===== config.mk =====
export PLATFORM = sky130hd
export DESIGN_NAME = gbp_update_ctrl
export DESIGN_NICKNAME = d
export VERILOG_FILES = /design/src/rtl/gbp_update_ctrl.sv
export SDC_FILE = /design/constraint.sdc
export NUM_CORES = 1
export LEC_CHECK = 0
export BUFFER_PORTS_ARGS = -buffer_cell sky130_fd_sc_hd__buf_2
export CORE_ASPECT_RATIO = 0.8
export CORE_MARGIN = 3
export CORE_UTILIZATION = 30
export CTS_CLUSTER_DIAMETER = 30
export DETAILED_ROUTE_END_ITERATION = 8
export PLACE_DENSITY_LB_ADDON = 0.1
export SYNTH_ARGS = -nofsm -noshare
export SYNTH_HDL_FRONTEND = slang
export SYNTH_SLANG_ARGS = --single-unit

===== constraint.sdc =====
create_clock -name clk_i -period 11.6 [get_ports clk_i]
set_input_delay 1.16 -clock clk_i [delete_from_list [all_inputs] [get_ports clk_i]]
set_output_delay 1.16 -clock clk_i [all_outputs]
set_load 0.02 [all_outputs]

===== src/rtl/gbp_update_ctrl.sv =====
// rtl/gbp_update_ctrl.sv - in-order branch-resolution tracker feeding the gshare update channel
// Predicted conditional branches are queued at fetch; each in-order resolve pops
// the head and produces one registered update beat, a mispredict flag and counts.
module gbp_update_ctrl #(
   parameter int VLEN       = 64,
   parameter int INDEX_BITS = 10,
   parameter int DEPTH      = 8
) (
   input  logic                  clk_i,
   input  logic                  rst_i,
   input  logic                  debug_mode_i,
   input  logic                  flush_i,
   input  logic                  alloc_valid_i,
   output logic                  alloc_ready_o,
   input  logic [VLEN-1:0]       alloc_pc_i,
   input  logic                  alloc_taken_i,
   input  logic [INDEX_BITS-1:0] alloc_index_i,
   input  logic                  resolve_valid_i,
   input  logic                  resolve_taken_i,
   output logic                  bht_update_valid_o,
   output logic [VLEN-1:0]       bht_update_pc_o,
   output logic                  bht_update_taken_o,
   output logic [INDEX_BITS-1:0] bht_update_index_o,
   output logic                  mispredict_o,
   output logic                  resolve_err_o,
   output logic [31:0]           branch_cnt_o,
   output logic [31:0]           mispredict_cnt_o
);

   localparam int PTR_W = $clog2(DEPTH);
   localparam logic [PTR_W-1:0] PTR_ONE = PTR_W'(1);
   localparam logic [PTR_W:0]   CNT_ONE = (PTR_W + 1)'(1);
   localparam logic [PTR_W:0]   CNT_FULL = (PTR_W + 1)'(DEPTH);

   logic [VLEN-1:0]       pc_mem    [DEPTH];
   logic                  taken_mem [DEPTH];
   logic [INDEX_BITS-1:0] idx_mem   [DEPTH];

   logic [PTR_W-1:0] wptr;
   logic [PTR_W-1:0] rptr;
   logic [PTR_W:0]   count;
   logic [PTR_W:0]   count_next;
   logic             ready;
   logic             alloc_acc;
   logic             res_acc;
   logic             misp_now;
   logic [31:0]      branch_cnt;
   logic [31:0]      misp_cnt;

   assign alloc_ready_o    = ready;
   assign branch_cnt_o     = branch_cnt;
   assign mispredict_cnt_o = misp_cnt;

   // Acceptance qualifiers and next occupancy; a flush empties the queue after the resolve is taken.
   always_comb begin
      alloc_acc  = alloc_valid_i && ready && !flush_i;
      res_acc    = resolve_valid_i && (count != '0);
      misp_now   = taken_mem[rptr] ^ resolve_taken_i;
      count_next = count;
      if (flush_i) begin
         count_next = '0;
      end else if (alloc_acc && !res_acc) begin
         count_next = count + CNT_ONE;
      end else if (!alloc_acc && res_acc) begin
         count_next = count - CNT_ONE;
      end
   end

   // Entry storage needs no reset: only slots between rptr and wptr are ever read.
   always_ff @(posedge clk_i) begin
      if (alloc_acc) begin
         pc_mem[wptr]    <= alloc_pc_i;
         taken_mem[wptr] <= alloc_taken_i;
         idx_mem[wptr]   <= alloc_index_i;
      end
   end

   // Pointers, occupancy and the registered ready flag (no bypass from a same-cycle resolve).
   always_ff @(posedge clk_i or posedge rst_i) begin
      if (rst_i) begin
         wptr  <= '0;
         rptr  <= '0;
         count <= '0;
         ready <= 1'b1;
      end else begin
         if (flush_i) begin
            wptr <= '0;
            rptr <= '0;
         end else begin
            if (alloc_acc) wptr <= wptr + PTR_ONE;
            if (res_acc)   rptr <= rptr + PTR_ONE;
         end
         count <= count_next;
         ready <= (count_next != CNT_FULL);
      end
   end

   // Update beat: one-cycle pulse, suppressed (but still popped) in debug mode.
   always_ff @(posedge clk_i or posedge rst_i) begin
      if (rst_i) begin
         bht_update_valid_o <= 1'b0;
         bht_update_pc_o    <= '0;
         bht_update_taken_o <= 1'b0;
         bht_update_index_o <= '0;
         mispredict_o       <= 1'b0;
         resolve_err_o      <= 1'b0;
      end else begin
         bht_update_valid_o <= res_acc && !debug_mode_i;
         mispredict_o       <= res_acc && !debug_mode_i && misp_now;
         if (res_acc) begin
            bht_update_pc_o    <= pc_mem[rptr];
            bht_update_taken_o <= resolve_taken_i;
            bht_update_index_o <= idx_mem[rptr];
         end
         if (resolve_valid_i && (count == '0)) resolve_err_o <= 1'b1;
      end
   end

   // Saturating performance counters; they count regardless of debug mode.
   always_ff @(posedge clk_i or posedge rst_i) begin
      if (rst_i) begin
         branch_cnt <= '0;
         misp_cnt   <= '0;
      end else if (res_acc) begin
         if (branch_cnt != 32'hFFFF_FFFF) branch_cnt <= branch_cnt + 32'd1;
         if (misp_now && (misp_cnt != 32'hFFFF_FFFF)) misp_cnt <= misp_cnt + 32'd1;
      end
   end

endmodule


## Word level (Yosys, flattened, before mapping)

Memories as Yosys holds them, arrays and structs flattened. A register that Yosys moved wholly into a read port is not among the register bits.
Index checks and enable logic that the tools add are counted.

| operators by class | value |
|---|---|
| add/subtract/negate cells | 6 |
| eq/ne operators | 3 |
| multiplexer cells | 9 |
| bitwise operators | 1 |
| reduce and logical (&&, ||, !) cells | 19 |

Operators with widths:

| operator | count |
|---|---|
| 32-bit by 1-bit adder with 32-bit output (second input constant) | 2 |
| 32-bit != test (second input constant) | 2 |
| 3-bit 2-to-1 mux | 4 |
| 4-bit 2-to-1 mux | 3 |
| 1-bit logical AND | 9 |
| 3-bit by 1-bit adder with 3-bit output (second input constant) | 2 |
| 4-bit by 1-bit adder with 4-bit output (second input constant) | 1 |
| 1-bit logical NOT | 4 |
| 4-bit logical NOT | 1 |
| 4-bit != test (second input constant) | 1 |
| 2-bit AND reduction | 2 |
| 2-bit nonzero test | 2 |
| 4-bit nonzero test | 1 |
| 4-bit by 1-bit subtractor with 4-bit output (second input constant) | 1 |
| 1-bit 2-to-1 mux | 2 |
| 1-bit bitwise XOR | 1 |

| storage, ports and cells | value |
|---|---|
| flip-flop bits (word level) | 79 |
| bits in writable memories | 600 |
| memories kept | 3 |

Memories:

| memory | words | width | rd ports | clocked after Yosys merged registers in | write ports | line | RTL |
|---|---|---|---|---|---|---|---|
| pc_mem | 8 | 64 | 1 | 1 | 1 | 35 | `logic [VLEN-1:0] pc_mem [DEPTH];` |
| idx_mem | 8 | 10 | 1 | 1 | 1 | 37 | `logic [INDEX_BITS-1:0] idx_mem [DEPTH];` |
| taken_mem | 8 | 1 | 1 | 0 | 1 | 36 | `logic taken_mem [DEPTH];` |

## Logic depth before layout (Yosys ltp)

| depth | value |
|---|---|
| depth in word-level cells | 8 |
| depth in mapped cells | 9 |
| gate-level depth less buffers | 7 |

## Worst setup path after synthesis

No wires, ideal clock.

| timing path | value |
|---|---|
| path type | input port to flip-flop |
| start | in flush_i |
| end | mem idx_mem[0][0], enable pin |
| setup time | 0.693 ns |
| data arrival time | 8.514 ns |
| required time | 10.907 ns |
| slack | 2.394 ns |
| stages on the path | 2 |
| path buffers | 0 |
| path through | nand3b_1 nor4_1 |

| on the way | value |
|---|---|
| cells in the longest elaborated chain, start to end | 4 |

Ends and longest elaborated chain:

| element | line | RTL |
|---|---|---|
| start: declaration | 12 | `input logic flush_i,` |
| 1-bit logical NOT | 56 | `alloc_acc = alloc_valid_i && ready && !flush_i;` |
| 1-bit logical AND | 56 |  |
| 1-bit 2-to-1 mux | 71 | `if (alloc_acc) begin` |
| 1-bit 2-to-1 mux (implied by the code) | 74 | `idx_mem[wptr] <= alloc_index_i;` |
| end: declaration | 37 |  |

No other way between the ends.

## Worst setup path in the final report

| timing path | value |
|---|---|
| start | reg count[0] |
| end | reg bht_update_pc_o[57], read port of pc_mem |

| on the way | value |
|---|---|
| cells in the longest elaborated chain, start to end | 2 |

Ends and longest elaborated chain:

| element | line | RTL |
|---|---|---|
| start: declaration | 41 | `logic [PTR_W:0] count;` |
| start signal: assignment | 93 | `count <= count_next;` |
| 4-bit nonzero test | 57 | `res_acc = resolve_valid_i && (count != '0);` |
| 1-bit logical AND | 57 |  |
| end: declaration | 21 | `output logic [VLEN-1:0] bht_update_pc_o,` |

No other way between the ends.
A chain may end at the register's enable or synchronous reset.

==> results by group <==
Drt
  – # DRC: 0
  – Drt total wl: 72.0 mm
  – DRT antenna net count: 0
  – DR vias: 15000
  – Detailed Routing Iterations Pass 1: 5
  – Iter 0 DRT Violations: 898
  – WL/cell: 22.1 um
  – Via density: 4.61

Power and ir drop
  – Register share of total power: 0.349
  – Switching share of power: 0.268
  – P_sw: 2570 uW
  – Worst vdd ir: 0.156 mV
  – Clock power share: 0.491
  – Leakage power: 0.0131 uW
  – Internal power: 7010 uW
  – Comb power frac: 0.160
  – P per Cell Area: 257 nW/um2
  – Power Total: 9590 uW

Synthesis
  – Synth unique cells: 49
  – Post-synth EDFFs: 600
  – Net Count, Synth: 1568
  – Cells after Synth: 1480
  – FFs w/ async S/R, synth: 0.203
  – Synth top cells by count: 600 x edfxtp_1, 152 x dfrtp_1, 149 x mux4_2
  – Post-synth top area cell: edfxtp_1
  – Synth Flop Type: edfxtp_1
  – Mean Syn Cell Area: 19.5 um2
  – Synth top area share: 0.624
  – Mapped cell area: 28900 um2
  – Yosys warnings: 0
  – Largest cells by area after synthesis: edfxtp_1 62%, dfrtp_1 13%, mux4_2 12%, mux2i_1 2.7%, xnor2_1 1.7%
  – Share of the yosys chip area belonging to registers: 0.757
  – #FFs+latches synth: 753
  – Most common cell in the netlist: edfxtp_1

STA
  – Clock skew: 0.0251 ns
  – Final Cycle Share: 0.295
  – Setup TNS: 0 ns
  – RSZ-0062 raised after global routing: false
  – Max-slew violations: 0
  – Slew @ Worst Pin: 0.986 ns
  – Fmax: 292 MHz
  – Number of failing hold endpoints at the final stage: 0
  – Final setup vio count: 0
  – Relative slew slack: 0.342
  – Crit path time final: 3.42 ns

Global route
  – Initial antenna violation count: 16
  – Pin count of the biggest net entering global routing: 97
  – First-pass GRT wire length: 108 mm
  – Overflow after GRT: 0
  – Total GRT Usage: 0.145
  – Vias in the first global route: 16400

Die
  – Core area: 95200 um2
  – # rows: 101
  – Initial Utilization: 0.303
  – Chip width: 353 um
  – DIE AREA: 100000 um2
  – Height of the die: 284 um
  – Io pins: 225

CTS
  – H-tree levels: 4
  – Cts repair resizes: 0
  – Post-CTS Hold Fix Bufs: 0
  – TritonCTS Buffers: 166
  – TritonCTS clock tree: yes
  – Clock-pin slew on the worst setup and hold paths: 0.04 ns
  – Max Buffers Root-to-Sink: 3
  – Clock root cell: clkbuf_16
  – Clk Latency, worst-skew pair: 0.73 ns
  – Setup Buffers After CTS: 0
  – TritonCTS Sinks: 753

Placement
  – # port buffers: 224
  – GP Congestion: 0.723
  – DP HPWL: 40.0 mm

Setup path
  – CP startpoint kind: flop
  – Worst path most repeated cell: buf_4
  – WP data required: 12.16 ns
  – Flop2flop setup slack: 8.18 ns
  – Crit Path Max Fanout: 57
  – Crit end category: flop
  – Largest stage delay on the critical path: 0.63 ns
  – Slowest-stage cell, CP: buf_4
  – Crit path kind: flop to flop
  – WP data arrival: 3.98 ns
  – CP cell instances: inv_1 -> ha_1 -> or3b_2 -> nand2_4 -> buf_4 -> buf_4 -> o21ai_0

Finish
  – Layout area overhead: 29.3%
  – Util after Layout: 0.392
  – Fillers: 8685
  – Layout cell share with drive strength beyond 1: 0.345
  – Nets: 1917

Hold path
  – Worst hold path type: primary input to asynchronous set/reset pin

Outcome
  – Status: completed

Job
  – Max_cap viols: 0
## worst paths after layout
kind / endpoint / cells past startpoint / start
worst max-delay path: bht_update_pc_o[57] / 7 / count[0]
worst min-delay path: bht_update_pc_o[1] / 2 / rst_i
worst max register to register: bht_update_pc_o[57] / 7 / count[0]
worst min register to register: bht_update_pc_o[2] / 2 / bht_update_pc_o[2]
max in group asynchronous: branch_cnt_o[31] / 3 / rst_i
min in group clk_i: bht_update_pc_o[2] / 2 / bht_update_pc_o[2]
## cell families after synthesis
logic type,synth area share
simple gates,0.0470
fa+ha+maj,0.00260
compound gates,0.0171
mux,0.145
buf+inv,0.0112
flops,0.757
xor+xnor,0.0209
## flip-flops by register name, summed over array words and instances (netlist names)
signal,cells
wptr,3
bht_update_valid_o,1
alloc_ready_o,1
mispredict_o,1
taken_mem,8
mispredict_cnt_o,32
bht_update_pc_o,64
branch_cnt_o,32
pc_mem,512
rptr,3
idx_mem,80
resolve_err_o,1
count,4
bht_update_taken_o,1
bht_update_index_o,10
## critical path, delay by kind of cell (launching register included)
kind                     cells  cell delay (ns)
AO/OA/AOI/OAI                1             0.20
adder cells (fa/ha/maj)      1             0.20
buffers and inverters        3             1.31
flip-flops                   1             0.40
AND/OR/NAND/NOR              2             0.99
## final cells by class
cell class	instances	area [um2]	share of cell area
flip-flops and latches	753	21900	0.585
multi-input cells	654	6770	0.181
clock buffers	209	4450	0.119
well taps	1287	1610	0.0431
repair buffers	250	1330	0.0356
clock inverters	99	1290	0.0346
inverters	4	20.0	0.000536
diodes	6	15.0	0.000402
## placed cells by master, fill, tap and decap left out, types with 5 or more instances in the layout
| cell | count |
|---|---|
| edfxtp_1 | 600 |
| buf_2 | 224 |
| clkbuf_16 | 167 |
| mux4_2 | 149 |
| dfrtp_1 | 149 |
| nand2_1 | 97 |
| mux2i_1 | 79 |
| o21ai_0 | 76 |
| xnor2_1 | 55 |
| nand3_1 | 43 |
| clkbuf_1 | 31 |
| nand4_1 | 30 |
| clkinv_2 | 28 |
| buf_4 | 25 |
| bufinv_16 | 22 |
| clkinv_1 | 22 |
| and4_1 | 19 |
| nor2_1 | 14 |
| and3_1 | 12 |
| xor2_1 | 12 |
| clkbuf_8 | 11 |
| clkinvlp_4 | 9 |
| diode_2 | 6 |
| ha_1 | 6 |
| nor4_1 | 5 |
| nor3_1 | 5 |
| a21oi_1 | 5 |
| nor3_2 | 5 |
| clkinv_16 | 5 |
| inv_16 | 5 |
## power groups by stage
stage / clock network (uW) / logic, uW / registers, uW
after floorplan: 0 / 946 / 3500
after global placement: 0 / 1590 / 3390
after detailed placement: 0 / 1600 / 3390
after CTS: 4820 / 1600 / 3350
after global routing: 4970 / 1710 / 3380
final: 4710 / 1540 / 3340
## routing by layer
metal / share of wire / wire length [um] / global-route usage / vias to the layer above
met5: 0.00090 / 65 / 0 / -
met4: 0.019 / 1370 / 0.0506 / 10
met3: 0.057 / 4120 / 0.0397 / 121
met2: 0.47 / 34100 / 0.228 / 371
met1: 0.45 / 32400 / 0.196 / 7803
li1: - / - / - / 6726
## metrics by stage
| step | cells | instance area, um2 | setup WS (ns) | hold slack [ns] |
|---|---|---|---|---|
| 2_1_floorplan | 1480 | 28900 | 2.39 | 0.565 |
| 3_3_place_gp | 2948 | 31600 | 7.75 | 0.458 |
| 3_5_place_dp | 2948 | 31600 | 7.72 | 0.468 |
| 4_1_cts | 3256 | 37300 | 8.12 | 0.454 |
| 5_1_grt | 3257 | 37300 | 7.89 | 0.482 |
| 6_report | 3262 | 37300 | 8.18 | 0.468 |
No activity file was read; power rests on OpenSTA's default activity.
